==> src/rtl/apb_master_bridge_if.sv <==
// Request/response channel and APB3 initiator signals of the bridge.
// The master modport is the bridge view; the slave modport is the requester/peripheral view.
interface apb_master_bridge_if;
  logic        req_valid;
  logic        req_ready;
  logic        req_write;
  logic [31:0] req_addr;
  logic [31:0] req_wdata;

  logic        resp_valid;
  logic        resp_ready;
  logic [31:0] resp_rdata;
  logic        resp_err;

  logic        m_psel;
  logic        m_penable;
  logic        m_pwrite;
  logic [31:0] m_paddr;
  logic [31:0] m_pwdata;
  logic        m_pready;
  logic [31:0] m_prdata;

  modport master (
    input  req_valid, req_write, req_addr, req_wdata, resp_ready, m_pready, m_prdata,
    output req_ready, resp_valid, resp_rdata, resp_err,
    output m_psel, m_penable, m_pwrite, m_paddr, m_pwdata
  );

  modport slave (
    output req_valid, req_write, req_addr, req_wdata, resp_ready, m_pready, m_prdata,
    input  req_ready, resp_valid, resp_rdata, resp_err,
    input  m_psel, m_penable, m_pwrite, m_paddr, m_pwdata
  );
endinterface

==> src/rtl/apb_master_bridge.sv <==
// Single-outstanding valid/ready to APB3 initiator with a PREADY timeout.
// TIMEOUT = 0 disables the timeout.
module apb_master_bridge #(
  parameter int unsigned TIMEOUT = 256
) (
  input logic                  clk,
  input logic                  rst,
  apb_master_bridge_if.master  bus
);

  typedef enum logic [1:0] {StIdle, StSetup, StAccess, StResp} state_e;

  localparam bit          TimeoutEn = (TIMEOUT != 0);
  localparam logic [15:0] WaitLast  = 16'(TIMEOUT - 1);

  state_e      state_q;
  logic [15:0] wait_cnt_q;

  assign bus.req_ready = (state_q == StIdle) && !rst;

  always_ff @(posedge clk) begin
    if (rst) begin
      state_q        <= StIdle;
      wait_cnt_q     <= 16'd0;
      bus.m_psel     <= 1'b0;
      bus.m_penable  <= 1'b0;
      bus.m_pwrite   <= 1'b0;
      bus.m_paddr    <= 32'd0;
      bus.m_pwdata   <= 32'd0;
      bus.resp_valid <= 1'b0;
      bus.resp_err   <= 1'b0;
      bus.resp_rdata <= 32'd0;
    end else begin
      case (state_q)
        StIdle: begin
          if (bus.req_valid) begin
            bus.m_paddr   <= bus.req_addr;
            bus.m_pwdata  <= bus.req_wdata;
            bus.m_pwrite  <= bus.req_write;
            bus.m_psel    <= 1'b1;
            bus.m_penable <= 1'b0;
            state_q       <= StSetup;
          end
        end
        StSetup: begin
          bus.m_penable <= 1'b1;
          wait_cnt_q    <= 16'd0;
          state_q       <= StAccess;
        end
        StAccess: begin
          // PREADY on the last allowed cycle wins over the timeout.
          if (bus.m_pready) begin
            bus.resp_rdata <= bus.m_pwrite ? 32'd0 : bus.m_prdata;
            bus.resp_err   <= 1'b0;
            bus.resp_valid <= 1'b1;
            bus.m_psel     <= 1'b0;
            bus.m_penable  <= 1'b0;
            state_q        <= StResp;
          end else if (TimeoutEn && (wait_cnt_q == WaitLast)) begin
            bus.resp_rdata <= 32'hdeadbeef;
            bus.resp_err   <= 1'b1;
            bus.resp_valid <= 1'b1;
            bus.m_psel     <= 1'b0;
            bus.m_penable  <= 1'b0;
            state_q        <= StResp;
          end else begin
            wait_cnt_q <= wait_cnt_q + 16'd1;
          end
        end
        StResp: begin
          if (bus.resp_ready) begin
            bus.resp_valid <= 1'b0;
            state_q        <= StIdle;
          end
        end
        default: state_q <= StIdle;
      endcase
    end
  end

endmodule

==> src/flat_wrapper.sv <==
// flat-port wrapper written by rule: the top's interface ports become plain ports
module apb_master_bridge_flat 
#(
  parameter int unsigned TIMEOUT = 256
)
  (clk, rst, bus_req_valid, bus_req_write, bus_req_addr, bus_req_wdata, bus_resp_ready, bus_m_pready, bus_m_prdata, bus_req_ready, bus_resp_valid, bus_resp_rdata, bus_resp_err, bus_m_psel, bus_m_penable, bus_m_pwrite, bus_m_paddr, bus_m_pwdata);
  apb_master_bridge_if bus_i ();
  input logic clk;
  input logic rst;
  input wire logic [$bits(bus_i.req_valid)-1:0] bus_req_valid;
  input wire logic [$bits(bus_i.req_write)-1:0] bus_req_write;
  input wire logic [$bits(bus_i.req_addr)-1:0] bus_req_addr;
  input wire logic [$bits(bus_i.req_wdata)-1:0] bus_req_wdata;
  input wire logic [$bits(bus_i.resp_ready)-1:0] bus_resp_ready;
  input wire logic [$bits(bus_i.m_pready)-1:0] bus_m_pready;
  input wire logic [$bits(bus_i.m_prdata)-1:0] bus_m_prdata;
  output wire logic [$bits(bus_i.req_ready)-1:0] bus_req_ready;
  output wire logic [$bits(bus_i.resp_valid)-1:0] bus_resp_valid;
  output wire logic [$bits(bus_i.resp_rdata)-1:0] bus_resp_rdata;
  output wire logic [$bits(bus_i.resp_err)-1:0] bus_resp_err;
  output wire logic [$bits(bus_i.m_psel)-1:0] bus_m_psel;
  output wire logic [$bits(bus_i.m_penable)-1:0] bus_m_penable;
  output wire logic [$bits(bus_i.m_pwrite)-1:0] bus_m_pwrite;
  output wire logic [$bits(bus_i.m_paddr)-1:0] bus_m_paddr;
  output wire logic [$bits(bus_i.m_pwdata)-1:0] bus_m_pwdata;
  assign bus_i.req_valid = bus_req_valid;
  assign bus_i.req_write = bus_req_write;
  assign bus_i.req_addr = bus_req_addr;
  assign bus_i.req_wdata = bus_req_wdata;
  assign bus_i.resp_ready = bus_resp_ready;
  assign bus_i.m_pready = bus_m_pready;
  assign bus_i.m_prdata = bus_m_prdata;
  assign bus_req_ready = bus_i.req_ready;
  assign bus_resp_valid = bus_i.resp_valid;
  assign bus_resp_rdata = bus_i.resp_rdata;
  assign bus_resp_err = bus_i.resp_err;
  assign bus_m_psel = bus_i.m_psel;
  assign bus_m_penable = bus_i.m_penable;
  assign bus_m_pwrite = bus_i.m_pwrite;
  assign bus_m_paddr = bus_i.m_paddr;
  assign bus_m_pwdata = bus_i.m_pwdata;
  apb_master_bridge #(.TIMEOUT(TIMEOUT)) u_core (.clk(clk), .rst(rst), .bus(bus_i));
endmodule
==> config.mk <==
export PLATFORM = sky130hd
export DESIGN_NAME = apb_master_bridge_flat
export DESIGN_NICKNAME = d
export VERILOG_FILES = /design/src/rtl/apb_master_bridge_if.sv /design/src/rtl/apb_master_bridge.sv /design/src/flat_wrapper.sv
export SDC_FILE = /design/constraint.sdc
export NUM_CORES = 1
export LEC_CHECK = 0
export CAP_MARGIN = 20
export CORE_MARGIN = 2
export CORE_UTILIZATION = 25
export DETAILED_ROUTE_END_ITERATION = 10
export GPL_TIMING_DRIVEN = 0
export PLACE_DENSITY = 0.47
export SYNTH_ARGS = -nofsm -noshare
export SYNTH_HDL_FRONTEND = slang
export SYNTH_SLANG_ARGS = --single-unit
==> constraint.sdc <==
create_clock -name clk -period 2.31 [get_ports clk]
set_input_delay 0.462 -clock clk [delete_from_list [all_inputs] [get_ports clk]]
set_output_delay 0.462 -clock clk [all_outputs]
set_load 0.01 [all_outputs]
==> results.py <==
metrics = {
    "outcome": {
        "outcome": "completed",
    },
    "setup_path": {
        "cp_cell_sequence": "or4_1 > o41a_1 > clkbuf_2 > a31oi_1 > a311oi_1",
        "r2r_slack_ns": 0.07,
        "cpPeakStageDelay_ns": 0.63,
        "worstReg2RegEnd": "u_core.wait_cnt_q[12]",
        "required_ns": 2.57,
        "critPathKind": "flip-flop to flip-flop",
        "crit_path_max_fanout": 10,
        "cp.arrival_ns": 2.51,
        "start_kind": "flip-flop",
        "reg2reg_from": "u_core.wait_cnt_q[9]",
        "worstRegToRegCells": 5,
        "end_kind": "flip-flop",
        "slowest_stage": "or4_1",
    },
    "clock_tree": {
        "hold_buffers": 0,
        "clk_pin_slew_worst_paths_ns": 0.05,
        "cts_root_buf": "clkbuf_16",
        "cts.sinks": 119,
        "clk_latency_ns": 0.41,
        "cts_tree": "built",
        "h-tree-depth": 4,
        "cts_buffers": 17,
        "cts_buffer_depth": 2,
    },
    "cells_and_area": {
        "final-instance-count-excl-fill": 1092,
        "nNetsFinal": 921,
        "diodes": 0,
        "drive_above_1_share_pct": 8.34,
        "area_growth_pct": 60.5,
    },
    "logic_synthesis": {
        "synth_common_cells": "nand2_1, dfxtp_1, a21oi_1",
        "ys_ff_latch": 119,
        "synth_nets": 698,
        "syn_avg_cell_area_sq_um": 8.44,
        "synth_area_leaders": "dfxtp_1, nand2_1, a21oi_1",
        "yosysTopAreaCellShare_pct": 47.8,
        "syn_area_sq_um": 4990,
        "async_flop_share_pct": 0,
        "yosysMostFrequentCell": "nand2_1",
        "ys_types": 47,
        "synth_top_cell_by_area": "dfxtp_1",
        "syn_inst": 591,
        "synth_ff_type": "dfxtp_1",
        "yosys_warnings": 0,
        "seq_area_frac_synth_pct": 47.8,
        "synth_edf_count": 0,
    },
    "hold_path": {
        "hold_path.class": "flip-flop to flip-flop",
        "hold_end": "u_core.bus.m_paddr[11]",
        "whs_path_depth": 2,
        "hp-start": "u_core.bus.m_paddr[11]",
    },
    "detailed_routing": {
        "drtIter0Drc": 270,
        "wire_per_inst_um": 15.8,
        "via_count": 5069,
        "routed_wl_um": 17200,
        "via_per_inst": 4.64,
        "first_pass_iters": 4,
        "drcViolationCount": 0,
        "ant_nets": 0,
    },
    "timing": {
        "period_minus_slack_ns": 2.24,
        "final.setup_skew_ns": 0.0104,
        "final_hold_viol_count": 0,
        "drv_slew": 0,
        "fmax_ghz": 0.446,
        "relSlewSlack_pct": 39.0,
        "setup_violations": 0,
        "tightest_slew_ns": 0.908,
        "finalWorstSetupSlack_ns": 0.0674,
        "period_share_pct": 97.1,
    },
    "global_routing": {
        "grt_max_degree": 20,
        "gr-usage-all-layers_pct": 16.4,
        "antenna_found_initial": 0,
        "grt_pass1_wl_um": 27500,
        "grt_pass1_vias": 5154,
        "grt.overflow.total": 0,
    },
    "place": {
        "dp_hpwl_um": 12600,
        "place_ws_ns": -1.08,
        "place_congestion": 0.816,
        "io_buffers": 203,
        "dpl.cell_count": 1059,
    },
    "job": {
        "drv_cap": 0,
    },
    "die": {
        "dieArea_sq_um": 21100,
        "placementRows": 51,
        "core_region_area_sq_um": 19500,
        "fp.dieH_um": 145,
        "dieWidth_um": 145,
        "pin_count": 204,
        "start_util_pct": 25.5,
    },
    "pwr": {
        "leakage_uw": 0.00285,
        "power.density_nw_per_um2": 974,
        "ir_drop_v": 0.000518,
    },
}
-- through the flow --
step	hold WS, ns	instance area, sq um	TNS [ns]	power, uW	utilization [%]
after floorplan	0.481	4990	0	3820	-
after global placement	0.443	7350	-30.86	5000	37.7
after detailed placement	0.448	7350	-31.53	5040	37.7
after CTS	0.455	7980	-0.0275	7900	40.8
after global routing	0.475	8010	-0.00311	8260	41.0
final	0.452	8010	0	7800	41.0
-- worst max-delay path by stage --
stage / depth (start not counted) / endpoint / slack [ns] / start
2_1_floorplan: 6 / u_core.wait_cnt_q[14] / 0.30 / u_core.wait_cnt_q[0]
3_3_place_gp: 6 / bus_req_ready / -1.13 / rst
3_5_place_dp: 6 / bus_req_ready / -1.08 / rst
4_1_cts: 4 / bus_req_ready / -0.03 / rst
5_1_grt: 5 / u_core.wait_cnt_q[12] / -0.003 / u_core.wait_cnt_q[9]
6_report: 5 / u_core.wait_cnt_q[12] / 0.07 / u_core.wait_cnt_q[9]
-- layout make-up --
cell class	count	area, sq um
buffer	44	219
clock buffer	23	468
clock inverter	9	148
fill	1989	11500
inverter	6	26.3
multi-input combinational	420	2380
sequential	119	2380
tap	265	332
timing repair buffer	206	2060
-- report_power, final --
| group | leakage [uW] | internal, uW | switching (uW) | total, uW |
|---|---|---|---|---|
| Clock | 0.000301 | 1850 | 935 | 2790 |
| Sequential | 0.000971 | 2380 | 190 | 2570 |
| Combinational | 0.00158 | 1120 | 1320 | 2440 |
-- placed cells by master, fill, tap and decap left out, drive strengths merged, types with 2 or more instances in the layout --
cell | netlist | final
or3 | 4 | 4
nand4 | 6 | 6
clkbuf | 33 | 54
inv | 5 | 5
clkinv | 1 | 4
nor4 | 5 | 5
o41ai | 3 | 3
mux2i | 10 | 10
o211ai | 10 | 10
clkinvlp | 0 | 2
o31a | 2 | 2
nand3 | 5 | 5
clkdlybuf4s50 | 0 | 201
a211oi | 25 | 25
nor2 | 6 | 6
nor2b | 3 | 3
and4 | 3 | 3
a21oi | 100 | 100
bufinv | 0 | 4
nand2b | 42 | 42
or4 | 8 | 8
o21ai | 4 | 4
a31oi | 5 | 5
buf | 13 | 16
nand2 | 152 | 152
dfxtp | 119 | 119
ha | 5 | 5
and3 | 2 | 2
o311ai | 2 | 2
nor3 | 5 | 5
-- critical path, delay by kind of cell, from the launching register on --
family | cells | cell delay (ns)
compound gates | 3 | 0.84
simple gates | 1 | 0.63
flops | 1 | 0.35
buf+inv | 1 | 0.27
-- sequential cells by signal, indices dropped and copies added (netlist names) --
| signal | flops |
|---|---|
| u_core.bus.resp_rdata | 32 |
| u_core.bus.m_psel | 1 |
| u_core.wait_cnt_q | 16 |
| u_core.bus.m_penable | 1 |
| u_core.bus.resp_valid | 1 |
| u_core.bus.resp_err | 1 |
| u_core.bus.m_paddr | 32 |
| u_core.state_q | 2 |
| u_core.bus.m_pwrite | 1 |
| u_core.bus.m_pwdata | 32 |
-- per-layer routing --
layer	GRT usage, %	share of wire (%)	up-vias	wire, um
met1	20.1	44	2358	7500
li1	-	-	2500	-
met2	25.3	45	191	7780
met4	6.18	1.8	0	317
met5	0	0	-	0
met3	7.17	9.4	20	1630
-- logic make-up (layout without fill, tap and decap cells) --
logic type	count (synthesis)	in the layout	share of synthesized area [%]
AO/OA/AOI/OAI	159	159	21.0
adder cells (fa/ha/maj)	5	5	1.25
buffers and inverters	52	288	4.61
flip-flops	119	119	47.8
multiplexers	10	10	2.01
AND/OR/NAND/NOR	246	246	23.3
-- what timing repair did --
action / CTS / global route
setup buffers: 0 / 3
setup endpoints to repair: 31 / 62
pin swaps: 1 / 1
gates resized for setup: 8 / 8
(Power assumes the default switching activity.)
